[config.mk]
export PLATFORM = sky130hd
export DESIGN_NAME = key_cmd_scheduler
export DESIGN_NICKNAME = d
export VERILOG_FILES = /design/src/rtl/key_cmd_scheduler_pkg.sv /design/src/rtl/key_cmd_scheduler_cmd_fifo.sv /design/src/rtl/key_cmd_scheduler.sv
export SDC_FILE = /design/constraint.sdc
export NUM_CORES = 1
export LEC_CHECK = 0
export BUFFER_PORTS_ARGS = -buffer_cell sky130_fd_sc_hd__buf_2
export CORE_MARGIN = 3
export CORE_UTILIZATION = 32
export DETAILED_ROUTE_END_ITERATION = 10
export PLACE_DENSITY = 0.49
export SLEW_MARGIN = 20
export SYNTH_ARGS = -nofsm -noshare
export SYNTH_HDL_FRONTEND = slang
export SYNTH_SLANG_ARGS = --single-unit
[constraint.sdc]
create_clock -name sys_clk -period 3.2 [get_ports sys_clk]
set_input_delay 0.48 -clock sys_clk [delete_from_list [all_inputs] [get_ports sys_clk]]
set_output_delay 0.48 -clock sys_clk [all_outputs]
set_load 0.02 [all_outputs]
[src/rtl/key_cmd_scheduler_pkg.sv]
// ============================================================================
// Module      : key_cmd_scheduler_pkg
// Description : Key bit indices, repeat FSM encoding and command entry type.
// Revision    : 1.0 - initial release
// ============================================================================
`default_nettype none

package key_cmd_scheduler_pkg;

    localparam int KEY_LEFT    = 0;
    localparam int KEY_UP      = 1;
    localparam int KEY_DOWN    = 2;
    localparam int KEY_RIGHT   = 3;
    localparam int KEY_RETRY   = 4;
    localparam int KEY_NEXT    = 5;
    localparam int KEY_RETRACT = 6;
    localparam int KEY_SWITCH  = 7;

    localparam logic [7:0] MOVE_MASK = 8'h0F;

    localparam logic [1:0] ST_IDLE   = 2'd0;
    localparam logic [1:0] ST_DELAY  = 2'd1;
    localparam logic [1:0] ST_REPEAT = 2'd2;

    typedef struct packed {
        logic       rpt;
        logic [2:0] code;
    } cmd_t;

    function automatic logic [2:0] lowest_idx(input logic [7:0] v);
        logic [2:0] idx;
        idx = 3'd0;
        for (int i = 7; i >= 0; i--) begin
            if (v[i]) idx = 3'(i);
        end
        return idx;
    endfunction

endpackage

`default_nettype wire

[src/rtl/key_cmd_scheduler_cmd_fifo.sv]
// ============================================================================
// Module      : cmd_fifo
// Description : Small command FIFO with single-cycle flush-and-load.
// Revision    : 1.0 - initial release
// ============================================================================
`default_nettype none

module cmd_fifo
    import key_cmd_scheduler_pkg::*;
#(
    parameter int DEPTH = 4
) (
    input  logic       clk_i,
    input  logic       rst_i,
    input  logic       push_i,
    input  logic       pop_i,
    input  logic       flush_i,
    input  cmd_t       wdata_i,
    output cmd_t       rdata_o,
    output logic       full_o,
    output logic       empty_o,
    output logic [4:0] level_o
);

    localparam int AW = (DEPTH > 1) ? $clog2(DEPTH) : 1;

    cmd_t           mem_q [DEPTH];
    logic [AW-1:0]  wptr_q;
    logic [AW-1:0]  rptr_q;
    logic [4:0]     count_q;
    logic           w_push;
    logic           w_pop;

    assign full_o  = (count_q == 5'(DEPTH));
    assign empty_o = (count_q == 5'd0);
    assign level_o = count_q;
    assign rdata_o = mem_q[rptr_q];

    assign w_pop  = pop_i & ~empty_o;
    assign w_push = push_i & (~full_o | w_pop);

    // Flush discards everything and loads the incoming entry as the sole head.
    always_ff @(posedge clk_i) begin
        if (rst_i) begin
            for (int i = 0; i < DEPTH; i++) mem_q[i] <= '0;
            wptr_q  <= '0;
            rptr_q  <= '0;
            count_q <= 5'd0;
        end else if (flush_i) begin
            mem_q[0] <= wdata_i;
            wptr_q   <= AW'(1);
            rptr_q   <= '0;
            count_q  <= 5'd1;
        end else begin
            if (w_push) begin
                mem_q[wptr_q] <= wdata_i;
                wptr_q        <= wptr_q + AW'(1);
            end
            if (w_pop) rptr_q <= rptr_q + AW'(1);
            case ({w_push, w_pop})
                2'b10:   count_q <= count_q + 5'd1;
                2'b01:   count_q <= count_q - 5'd1;
                default: count_q <= count_q;
            endcase
        end
    end

endmodule

`default_nettype wire

[src/rtl/key_cmd_scheduler.sv]
// ============================================================================
// Module      : key_cmd_scheduler
// Description : Key press edge detection, movement auto-repeat and command queue.
// Revision    : 1.0 - initial release
// ============================================================================
`default_nettype none

module key_cmd_scheduler
    import key_cmd_scheduler_pkg::*;
#(
    parameter int FIFO_DEPTH    = 4,
    parameter int REPEAT_DELAY  = 25_000_000,
    parameter int REPEAT_PERIOD = 5_000_000
) (
    input  logic       sys_clk,
    input  logic       reset,
    input  logic [7:0] key_in,
    input  logic       cmd_ready,
    output logic       cmd_valid,
    output logic [2:0] cmd_code,
    output logic       cmd_repeat,
    output logic       overflow,
    output logic [4:0] fifo_level
);

    localparam int CNT_MAX = (REPEAT_DELAY > REPEAT_PERIOD) ? REPEAT_DELAY : REPEAT_PERIOD;
    localparam int CNT_W   = $clog2(CNT_MAX + 1);
    localparam logic [CNT_W-1:0] DELAY_LAST  = CNT_W'(REPEAT_DELAY - 1);
    localparam logic [CNT_W-1:0] PERIOD_LAST = CNT_W'(REPEAT_PERIOD - 1);

    logic [7:0]       key_q;
    logic             armed_q;
    logic [7:0]       pend_q,     pend_d;
    logic [7:0]       pend_rep_q, pend_rep_d;
    logic             ovf_q,      ovf_d;
    logic [1:0]       state_q,    state_d;
    logic [1:0]       rep_key_q,  rep_key_d;
    logic [CNT_W-1:0] rep_cnt_q,  rep_cnt_d;

    logic [7:0]       w_press;
    logic [7:0]       w_mv_press;
    logic [2:0]       w_mv_idx;
    logic [3:0]       w_move_keys;
    logic             w_held;
    logic             w_tick;
    logic [7:0]       w_ev;
    logic [7:0]       w_ev_rep;
    logic [2:0]       w_sel;
    logic [7:0]       w_sel_oh;
    logic             w_any;
    logic             w_pop;
    logic             w_is_flush;
    logic             w_deq;
    logic [7:0]       w_keep;
    logic             w_full;
    logic             w_empty;
    cmd_t             w_wdata;
    cmd_t             w_rdata;

    // The first cycle after reset only captures key levels, so held keys make no edge.
    assign w_press     = armed_q ? (key_in & ~key_q) : 8'h00;
    assign w_mv_press  = w_press & MOVE_MASK;
    assign w_mv_idx    = lowest_idx(w_mv_press);
    assign w_move_keys = key_in[3:0];
    assign w_held      = w_move_keys[rep_key_q];

    always_comb begin
        state_d   = state_q;
        rep_key_d = rep_key_q;
        rep_cnt_d = rep_cnt_q;
        w_tick    = 1'b0;
        case (state_q)
            ST_IDLE: begin
                if (|w_mv_press) begin
                    state_d   = ST_DELAY;
                    rep_key_d = w_mv_idx[1:0];
                    rep_cnt_d = '0;
                end
            end
            ST_DELAY, ST_REPEAT: begin
                if (!w_held) begin
                    state_d   = ST_IDLE;
                    rep_cnt_d = '0;
                end else if (|w_mv_press) begin
                    state_d   = ST_DELAY;
                    rep_key_d = w_mv_idx[1:0];
                    rep_cnt_d = '0;
                end else if (rep_cnt_q == ((state_q == ST_DELAY) ? DELAY_LAST : PERIOD_LAST)) begin
                    state_d   = ST_REPEAT;
                    rep_cnt_d = '0;
                    w_tick    = 1'b1;
                end else begin
                    rep_cnt_d = rep_cnt_q + CNT_W'(1);
                end
            end
            default: begin
                state_d   = ST_IDLE;
                rep_cnt_d = '0;
            end
        endcase
    end

    assign w_ev_rep   = w_tick ? (8'h01 << rep_key_q) : 8'h00;
    assign w_ev       = w_press | w_ev_rep;

    assign w_any      = |pend_q;
    assign w_sel      = lowest_idx(pend_q);
    assign w_sel_oh   = 8'h01 << w_sel;
    assign w_pop      = cmd_valid & cmd_ready;
    assign w_is_flush = w_any & (w_sel == 3'(KEY_RETRY));
    assign w_deq      = w_any & (w_is_flush | ~w_full | w_pop);
    assign w_wdata    = '{rpt: pend_rep_q[w_sel], code: w_sel};

    // A flush dequeues bit 4 and discards every other pending bit.
    assign w_keep = w_is_flush ? 8'h00 : (pend_q & ~(w_deq ? w_sel_oh : 8'h00));

    // A merged event keeps the repeat tag only if both halves are repeats.
    assign pend_d     = w_keep | w_ev;
    assign pend_rep_d = (w_keep & pend_rep_q & (~w_ev | w_ev_rep)) | (~w_keep & w_ev_rep);
    assign ovf_d      = ovf_q | (|(w_ev & w_keep));

    always_ff @(posedge sys_clk) begin
        if (reset) begin
            key_q      <= 8'h00;
            armed_q    <= 1'b0;
            pend_q     <= 8'h00;
            pend_rep_q <= 8'h00;
            ovf_q      <= 1'b0;
            state_q    <= ST_IDLE;
            rep_key_q  <= 2'd0;
            rep_cnt_q  <= '0;
        end else begin
            key_q      <= key_in;
            armed_q    <= 1'b1;
            pend_q     <= pend_d;
            pend_rep_q <= pend_rep_d;
            ovf_q      <= ovf_d;
            state_q    <= state_d;
            rep_key_q  <= rep_key_d;
            rep_cnt_q  <= rep_cnt_d;
        end
    end

    cmd_fifo #(
        .DEPTH (FIFO_DEPTH)
    ) u_fifo (
        .clk_i   (sys_clk),
        .rst_i   (reset),
        .push_i  (w_deq & ~w_is_flush),
        .pop_i   (w_pop),
        .flush_i (w_deq & w_is_flush),
        .wdata_i (w_wdata),
        .rdata_o (w_rdata),
        .full_o  (w_full),
        .empty_o (w_empty),
        .level_o (fifo_level)
    );

    assign cmd_valid  = ~w_empty;
    assign cmd_code   = w_rdata.code;
    assign cmd_repeat = w_rdata.rpt;
    assign overflow   = ovf_q;

endmodule

`default_nettype wire

==> results of run 1 <==
==> routing by layer <==
layer	part of all wire	wire (µm)	track usage
met5	0	0	0
met4	0.019	177	0.0594
met3	0.034	324	0.0377
met2	0.49	4640	0.230
met1	0.46	4320	0.169
==> worst max-delay path, delay by kind of cell, from the launching register on <==
| kind | cells | cell delay, ns |
|---|---|---|
| compound gates | 4 | 0.85 |
| xor+xnor | 2 | 0.21 |
| fa+ha+maj | 2 | 0.41 |
| buf+inv | 1 | 0.10 |
| flops | 1 | 0.32 |
| simple gates | 3 | 0.92 |
==> per-stage QoR <==
step	util	hold slack [ns]	instance area, µm²	cells	setup slack [ns]
global placement	0.353	0.445	4470	639	0.304
floorplan	-	0.434	4160	453	0.177
global route	0.376	0.361	4770	655	0.130
finish	0.376	0.371	4770	655	0.266
detailed placement	0.353	0.450	4470	639	0.273
CTS	0.376	0.358	4770	655	0.251
==> report_power, final <==
part	internal, W	leakage (nW)	switching (W)	total (W)
Combinational	0.000313	0.906	0.000434	0.000746
Clock	0.000603	0.143	0.000429	0.00103
Sequential	0.00115	0.706	0.000100	0.00125
==> cells in the mapped netlist, drive strengths merged (6+ instances only) <==
master,n,area share
buf,7,0.0096
and3,9,0.014
ha,8,0.024
a21oi,33,0.040
nand2,40,0.036
or3,8,0.013
nor2,55,0.050
nand4,7,0.011
dfxtp,66,0.32
xnor2,10,0.021
edfxtp,16,0.12
a31oi,7,0.011
nor4bb,6,0.014
and2,6,0.0090
inv,18,0.016
clkbuf,10,0.0090
o21ai,20,0.025
nor2b,12,0.022
nand3,29,0.036
xor2,19,0.040
nand3b,6,0.011
==> final cells by class <==
| type | instances | area (µm²) |
|---|---|---|
| timing repair buffer | 31 | 180 |
| clock buffer | 9 | 225 |
| clock inverter | 7 | 68.8 |
| fill | 1291 | 7900 |
| sequential | 82 | 1800 |
| tap | 172 | 215 |
| inverter | 18 | 67.6 |
| multi-input combinational | 336 | 2210 |
==> cells by family after synthesis <==
group | count (synthesis) | synth area share
buffers and inverters | 35 | 0.0349
flip-flops | 82 | 0.433
adder cells (fa/ha/maj) | 8 | 0.0241
multiplexers | 10 | 0.0394
XOR/XNOR | 29 | 0.0611
AND/OR/NAND/NOR | 197 | 0.254
AO/OA/AOI/OAI | 92 | 0.153
==> worst min path at each step <==
stage                        from       endpoint  slack [ns]  depth (start not counted)
global route            key_in[7]       key_q[7]        0.36                          2
finish                  key_in[7]       key_q[7]        0.37                          2
global placement    pend_rep_q[7]  pend_rep_q[7]        0.45                          2
CTS                     key_in[7]       key_q[7]        0.36                          2
detailed placement  pend_rep_q[7]  pend_rep_q[7]        0.45                          2
floorplan           pend_rep_q[4]  pend_rep_q[4]        0.43                          2
==> sequential cells by signal, indices dropped and copies added, names as in the netlist, named ones only <==
name,cells
overflow,1
rep_cnt_q,25
state_q,2
pend_q,8
u_fifo.rptr_q,2
armed_q,1
rep_key_q,2
key_q,8
pend_rep_q,8
u_fifo.wptr_q,2
u_fifo.mem_q,16
u_fifo.level_o,5
==> results.yml, run 1 <==
clocking:
  path_clk_slew_ns: 0.06
  cts_tree: "done"
  cts_hold_buf: 0
  htreeDepth: 3
  root_buffer: "clkbuf_16"
  insertion_delay_ns: 0.34
  clockBufferDepth: 2
  cts.sinks: 82
  post_cts_resized: 0
  post_cts_buffers: 0
  cts_made_buffers: 9
global_route:
  gr-total-overflow: 0
  grt_pass1_vias: 3168
  grt_use_total: 0.139
  antenna_found_initial: 0
  grt_max_degree: 27
  grt_pass1_wl_mm: 15.8
die:
  dieHeight_um: 120
  core_um2: 12700
  die_area_um2: 14400
  start_util: 0.328
  ioPinCount: 22
  fp-row-count: 41
  die_w_um: 120
critical_path:
  startpoint: "pend_q[0]"
  crit_path_max_incr_delay_ns: 0.57
  crit_path_max_fanout: 5
  required_ns: 3.42
  critical_path.slowest_cell: "or4_4"
  r2r_cells: 12
  worstReg2RegEnd: "u_fifo.level_o[4]"
  cp.arrival_ns: 3.16
  critPathCapture: "u_fifo.level_o[4]"
  r2r_slack_ns: 0.27
  path_class: "flip-flop to flip-flop"
  crit_chain: "or4_4 > o21a_1 > inv_1 > ha_1 > xor2_1 > ha_1 > o21a_1 > o221a_2 > or3_1 > a21oi_1 > xnor2_1 > nor2_1"
  crit-reg2reg-launch: "pend_q[0]"
  endpoint_kind: "flip-flop"
  startpoint_type: "flip-flop"
run:
  cap_violations: 0
sta:
  maxSlewViolCount: 0
  period_needed_ns: 2.93
  timing.fmax_ghz: 0.341
  period_share: 0.917
  clock_skew_ns: 0.00558
  rsz0062_at_grt: "false"
  setup_violations: 0
  setup_tns_ns: 0
  slew_headroom: 0.450
  hold_violations: 0
  worst_pin_slew_ns: 0.823
logic_synthesis:
  syn_area_um2: 4160
  synth_cell_types: 71
  ys_seq_area_frac: 0.433
  synth-edff-count: 16
  syn-num-nets: 472
  syn_avg_cell_area_um2: 9.18
  async_flop_share: 0
  yosysWarnings: 0
  yosys_most_used_dff: "dfxtp_1"
  yosys_register_bits: 82
  synthCells: 453
pwr:
  ir_worst_vdd_mv: 0.271
  power_w: 0.00303
  leakagePower_nw: 1.75
  power_density_nw_per_um2: 636
drt:
  route.detailed.drc: 0
  routedWlPerCell_um: 14.4
  vias: 3296
  drtIter0Drc: 98
  viasPerCell: 5.03
  first_pass_iters: 5
  ant_nets: 0
  finalWirelength_mm: 9.46
placement:
  hpwl_mm: 6.77
  place.gp.congestion: 0.828
  numPortBuffers: 21
finish:
  final_common_cell: "dfxtp_1"
  layout_common_cells: "dfxtp_1 (66), nor2_1 (55), nand2_1 (40)"
  num-nets-final: 497
  drive_above_1_share: 0.149
  num_antenna_cells: 0
  syn2layout_area_growth_pct: 14.7
outcome:
  status: "completed"
worst_hold_path:
  hold_path_class: "input pin to flip-flop"
No activity file was read; power rests on OpenSTA's default activity.
==> inputs of run 2 (changes only) <==
- clock period: 3.2 -> 3.65 ns (I/O delays scaled with it)
==> run 2 against run 1 <==
Effect of this change:
- sequential share of layout area increased by 0.47 points
- cell area decreased by 1.2%
- clock power decreased by 13%
- first-iteration DRC count increased by 44%
- via count decreased by 1.5%
- sequential power decreased by 11%
- critical endpoint unchanged
- highest routed layer unchanged
- register-to-register slack improved by 0.17 ns
- utilization decreased by 0.46 points
- largest cell class unchanged
- final cell count decreased by 1.1%
==> results.yml, run 2 (synthesis results as in run 1) <==
clocking:
  cts.sinks: 82
  insertion_delay_ns: 0.34
  post_cts_resized: 0
  clockBufferDepth: 2
  cts_tree: "done"
  cts_made_buffers: 9
  root_buffer: "clkbuf_16"
  post_cts_buffers: 0
  htreeDepth: 3
  cts_hold_buf: 0
  path_clk_slew_ns: 0.06
sta:
  hold_violations: 0
  maxSlewViolCount: 0
  period_needed_ns: 3.21
  clock_skew_ns: 0.00604
  slew_headroom: 0.450
  timing.fmax_ghz: 0.311
  setup_tns_ns: 0
  fin_ws_ns: 0.437
  rsz0062_at_grt: "false"
  period_share: 0.880
  holdWs_ns: 0.444
  setup_violations: 0
  worst_pin_slew_ns: 0.821
placement:
  dp_slack_ns: 0.428
  hpwl_mm: 6.77
  place.gp.congestion: 0.841
  dpl-instance-area_um2: 4420
  placed_cells: 632
  numPortBuffers: 21
global_route:
  grt_pass1_wl_mm: 15.8
  grt_pass1_vias: 3168
  antenna_found_initial: 0
  gr-total-overflow: 0
  grt_use_total: 0.137
  grt_max_degree: 27
drt:
  first_pass_iters: 4
  vias: 3246
  route.detailed.drc: 0
  drtIter0Drc: 141
  routedWlPerCell_um: 14.4
  viasPerCell: 5.01
  ant_nets: 0
  finalWirelength_mm: 9.31
critical_path:
  path_class: "flip-flop to flip-flop"
  r2r_slack_ns: 0.44
  required_ns: 3.87
  endpoint_kind: "flip-flop"
  cp.arrival_ns: 3.43
  crit_path_max_fanout: 11
  startpoint_type: "flip-flop"
finish:
  fin_area_um2: 4710
  num-nets-final: 490
  largest_reg_flops: 25
  syn2layout_area_growth_pct: 13.3
  finalNonFillerCells: 648
  final_common_cell: "dfxtp_1"
  drive_above_1_share: 0.137
  layout_common_cells: "dfxtp_1 (66), nor2_1 (55), nand2_1 (40)"
  regMostFlops: "rep_cnt_q"
  reg_top3: "rep_cnt_q (25), u_fifo.mem_q (16)"
  num_antenna_cells: 0
run:
  cap_violations: 0
worst_hold_path:
  hold_path_class: "input pin to flip-flop"
die:
  core_um2: 12700
  die_w_um: 120
  start_util: 0.328
  fp-row-count: 41
  ioPinCount: 22
  dieHeight_um: 120
  die_area_um2: 14400
outcome:
  status: "completed"
pwr:
  leakagePower_nw: 1.72
  ir_worst_vdd_mv: 0.198
  power_density_nw_per_um2: 559
## run 2: power by group
group	leakage [nW]	internal [W]	total [W]	switching [W]
Combinational	0.870	0.000265	0.000631	0.000367
Clock	0.146	0.000526	0.000893	0.000367
Sequential	0.706	0.00101	0.00111	0.0000948
Total	1.72	0.00180	0.00263	0.000828
## run 2: cell type report
cell class | instances | area, µm²
Multi-Input combinational cell | 336 | 2210
Timing Repair Buffer | 24 | 128
Tap cell | 172 | 215
Fill cell | 1321 | 7960
Clock buffer | 10 | 229
Sequential cell | 82 | 1800
Clock inverter | 6 | 58.8
Inverter | 18 | 67.6
## run 2: through the flow
stage                     power [W]  utilization
after CTS                   0.00266        0.372
after detailed placement    0.00177        0.349
final                       0.00263        0.372
after floorplan             0.00159            -
after global placement      0.00176        0.349
after global routing        0.00279        0.372
## run 2: path summary, 6_finish.rpt
kind,startpoint,depth (start not counted),end
worst max register to register,pend_q[0],12,u_fifo.level_o[4]
worst max-delay path,pend_q[0],12,u_fifo.level_o[4]
worst min register to register,pend_rep_q[7],2,pend_rep_q[7]
worst min-delay path,key_in[6],2,key_q[6]
## run 2: critical path: stages, from the launching register on
cell and delay (ns):
dfxtp_1 0.40, or4_4 0.61, o21a_1 0.24, inv_1 0.10, ha_1 0.32, xor2_1 0.11, ha_1 0.21, o21a_1 0.18
o221a_2 0.26, or3_1 0.30, a21oi_1 0.18, xnor2_1 0.13, nor2_1 0.05
## run 2: layer usage
metal / track usage / wire, µm / up-vias
met2: 0.228 / 4540 / 33
met3: 0.0358 / 240 / 10
met5: 0 / 0 / -
met1: 0.170 / 4360 / 1542
li1: - / - / 1661
met4: 0.0494 / 169 / 0
==> inputs of run 3 (changes only) <==
==> constraint.sdc (replaced) <==
create_clock -name sys_clk -period 3.65 [get_ports sys_clk]
set_input_delay 0.73 -clock sys_clk [delete_from_list [all_inputs] [get_ports sys_clk]]
set_output_delay 0.73 -clock sys_clk [all_outputs]
set_load 0.02 [all_outputs]
==> run 3 against run 2 <==
Effect of this change:
- critical path type unchanged
- via count grew 1.6%
- die area is the same
- hold slack gained 0.012 ns
- global-route usage grew 0.60 points
- non-clock buffer count grew 1
- count of clock-buffer cells in the layout grew 3
- clock power shrank 9.6%
- largest power group unchanged
- utilization shrank 0.19 points
- cell area shrank 0.50%
==> results.yml, run 3 (synthesis results as in run 1) <==
outcome:
  status: "completed"
critical_path:
  crit_family: "simple AND/OR/NAND/NOR gates"
  crit_buf_inv: 1
  path_class: "flip-flop to flip-flop"
  crit_path_max_incr_delay_ns: 0.57
  critical_path.slowest_cell: "or4_4"
  crit_chain: "or4_4 > o21a_1 > inv_1 > ha_1 > xor2_1 > ha_1 > o21a_1 > o221a_2 > or3_1 > a21oi_1 > xnor2_1 > nor2_1"
  required_ns: 3.87
  endpoint_kind: "flip-flop"
  crit_path_max_fanout: 12
  cp.arrival_ns: 3.46
  startpoint_type: "flip-flop"
sta:
  setup_violations: 0
  clock_skew_ns: 0.00920
  maxSlewViolCount: 0
  period_share: 0.886
  period_needed_ns: 3.23
  slew_headroom: 0.445
  worst_pin_slew_ns: 0.829
  setup_tns_ns: 0
  fin_ws_ns: 0.416
  timing.fmax_ghz: 0.309
  hold_violations: 0
  rsz0062_at_grt: "false"
global_route:
  grt_use_total: 0.143
  antenna_found_initial: 0
  gr-total-overflow: 0
  grt_pass1_wl_mm: 16.5
  grt_max_degree: 27
  grt_pass1_vias: 3396
finish:
  final_common_cell: "dfxtp_1"
  drive_above_1_share: 0.130
  nFillCells: 1337
  regMostFlops: "rep_cnt_q"
  largest_reg_flops: 25
  num-nets-final: 491
  syn2layout_area_growth_pct: 12.7
  layout_common_cells: "dfxtp_1 (66), nor2_1 (55), nand2_1 (40)"
  num_antenna_cells: 0
  regArea_um2: 1800
  final_util: 0.370
  multi_input_area_um2: 2210
  reg_top3: "rep_cnt_q (25), u_fifo.mem_q (16)"
placement:
  numPortBuffers: 21
  hpwl_mm: 6.93
  dp_slack_ns: 0.312
  place.gp.congestion: 0.811
drt:
  ant_nets: 0
  first_pass_iters: 4
  vias: 3299
  drtIter0Drc: 208
  viasPerCell: 5.08
  finalWirelength_mm: 9.65
  route.detailed.drc: 0
  routedWlPerCell_um: 14.9
die:
  start_util: 0.328
  ioPinCount: 22
  die_area_um2: 14400
  fp-row-count: 41
  core_um2: 12700
  die_w_um: 120
  dieHeight_um: 120
pwr:
  ir_worst_vdd_mv: 0.203
  leakagePower_nw: 1.70
  power_density_nw_per_um2: 545
clocking:
  path_clk_slew_ns: 0.06
  clockBufferDepth: 2
  htreeDepth: 3
  cts_tree: "done"
  insertion_delay_ns: 0.35
  cts_hold_buf: 0
  cts.sinks: 82
  post_cts_buffers: 0
  cts_made_buffers: 9
  post_cts_resized: 0
  root_buffer: "clkbuf_16"
run:
  cap_violations: 0
worst_hold_path:
  hold_path_class: "flip-flop to flip-flop"
## run 3: metal layers
metal | vias to the layer above | GRT usage | wire length, µm
met5 | - | 0 | 0
li1 | 1666 | - | -
met2 | 46 | 0.245 | 4820
met3 | 16 | 0.0330 | 264
met1 | 1571 | 0.170 | 4420
met4 | 0 | 0.0608 | 145
## run 3: final cells by class
class | count | share of cell area
multi-input combinational | 336 | 0.472
timing repair buffer | 25 | 0.0288
sequential | 82 | 0.385
inverter | 18 | 0.0144
tap | 172 | 0.0459
clock inverter | 3 | 0.00347
clock buffer | 13 | 0.0513
## run 3: final timing paths
kind                 start                end  slack, ns  cells past startpoint
max reg2reg      pend_q[2]  u_fifo.level_o[4]       0.42                     12
min reg2reg  pend_rep_q[7]      pend_rep_q[7]       0.46                      2
max              pend_q[2]  u_fifo.level_o[4]       0.42                     12
min          pend_rep_q[7]      pend_rep_q[7]       0.46                      2
## run 3: worst register-to-register path: cells and delay by family (launching register included)
kind                     cells  cell delay, ns
adder cells (fa/ha/maj)      2            0.55
flip-flops                   1            0.43
buffers and inverters        1            0.10
XOR/XNOR                     2            0.25
AND/OR/NAND/NOR              3            0.93
AO/OA/AOI/OAI                4            0.86
## run 3: power breakdown
part	switching [W]	total [W]	internal, W
Clock	0.000349	0.000807	0.000458
Combinational	0.000374	0.000641	0.000267
Sequential	0.0000956	0.00111	0.00101
## run 3: stage by stage
stage / hold slack, ns / instances / instance area (µm²) / total power (W)
global route: 0.483 / 649 / 4690 / 0.00271
global placement: 0.446 / 633 / 4430 / 0.00177
detailed placement: 0.448 / 633 / 4430 / 0.00178
finish: 0.455 / 649 / 4690 / 0.00256
floorplan: 0.434 / 453 / 4160 / 0.00159
CTS: 0.457 / 649 / 4690 / 0.00260
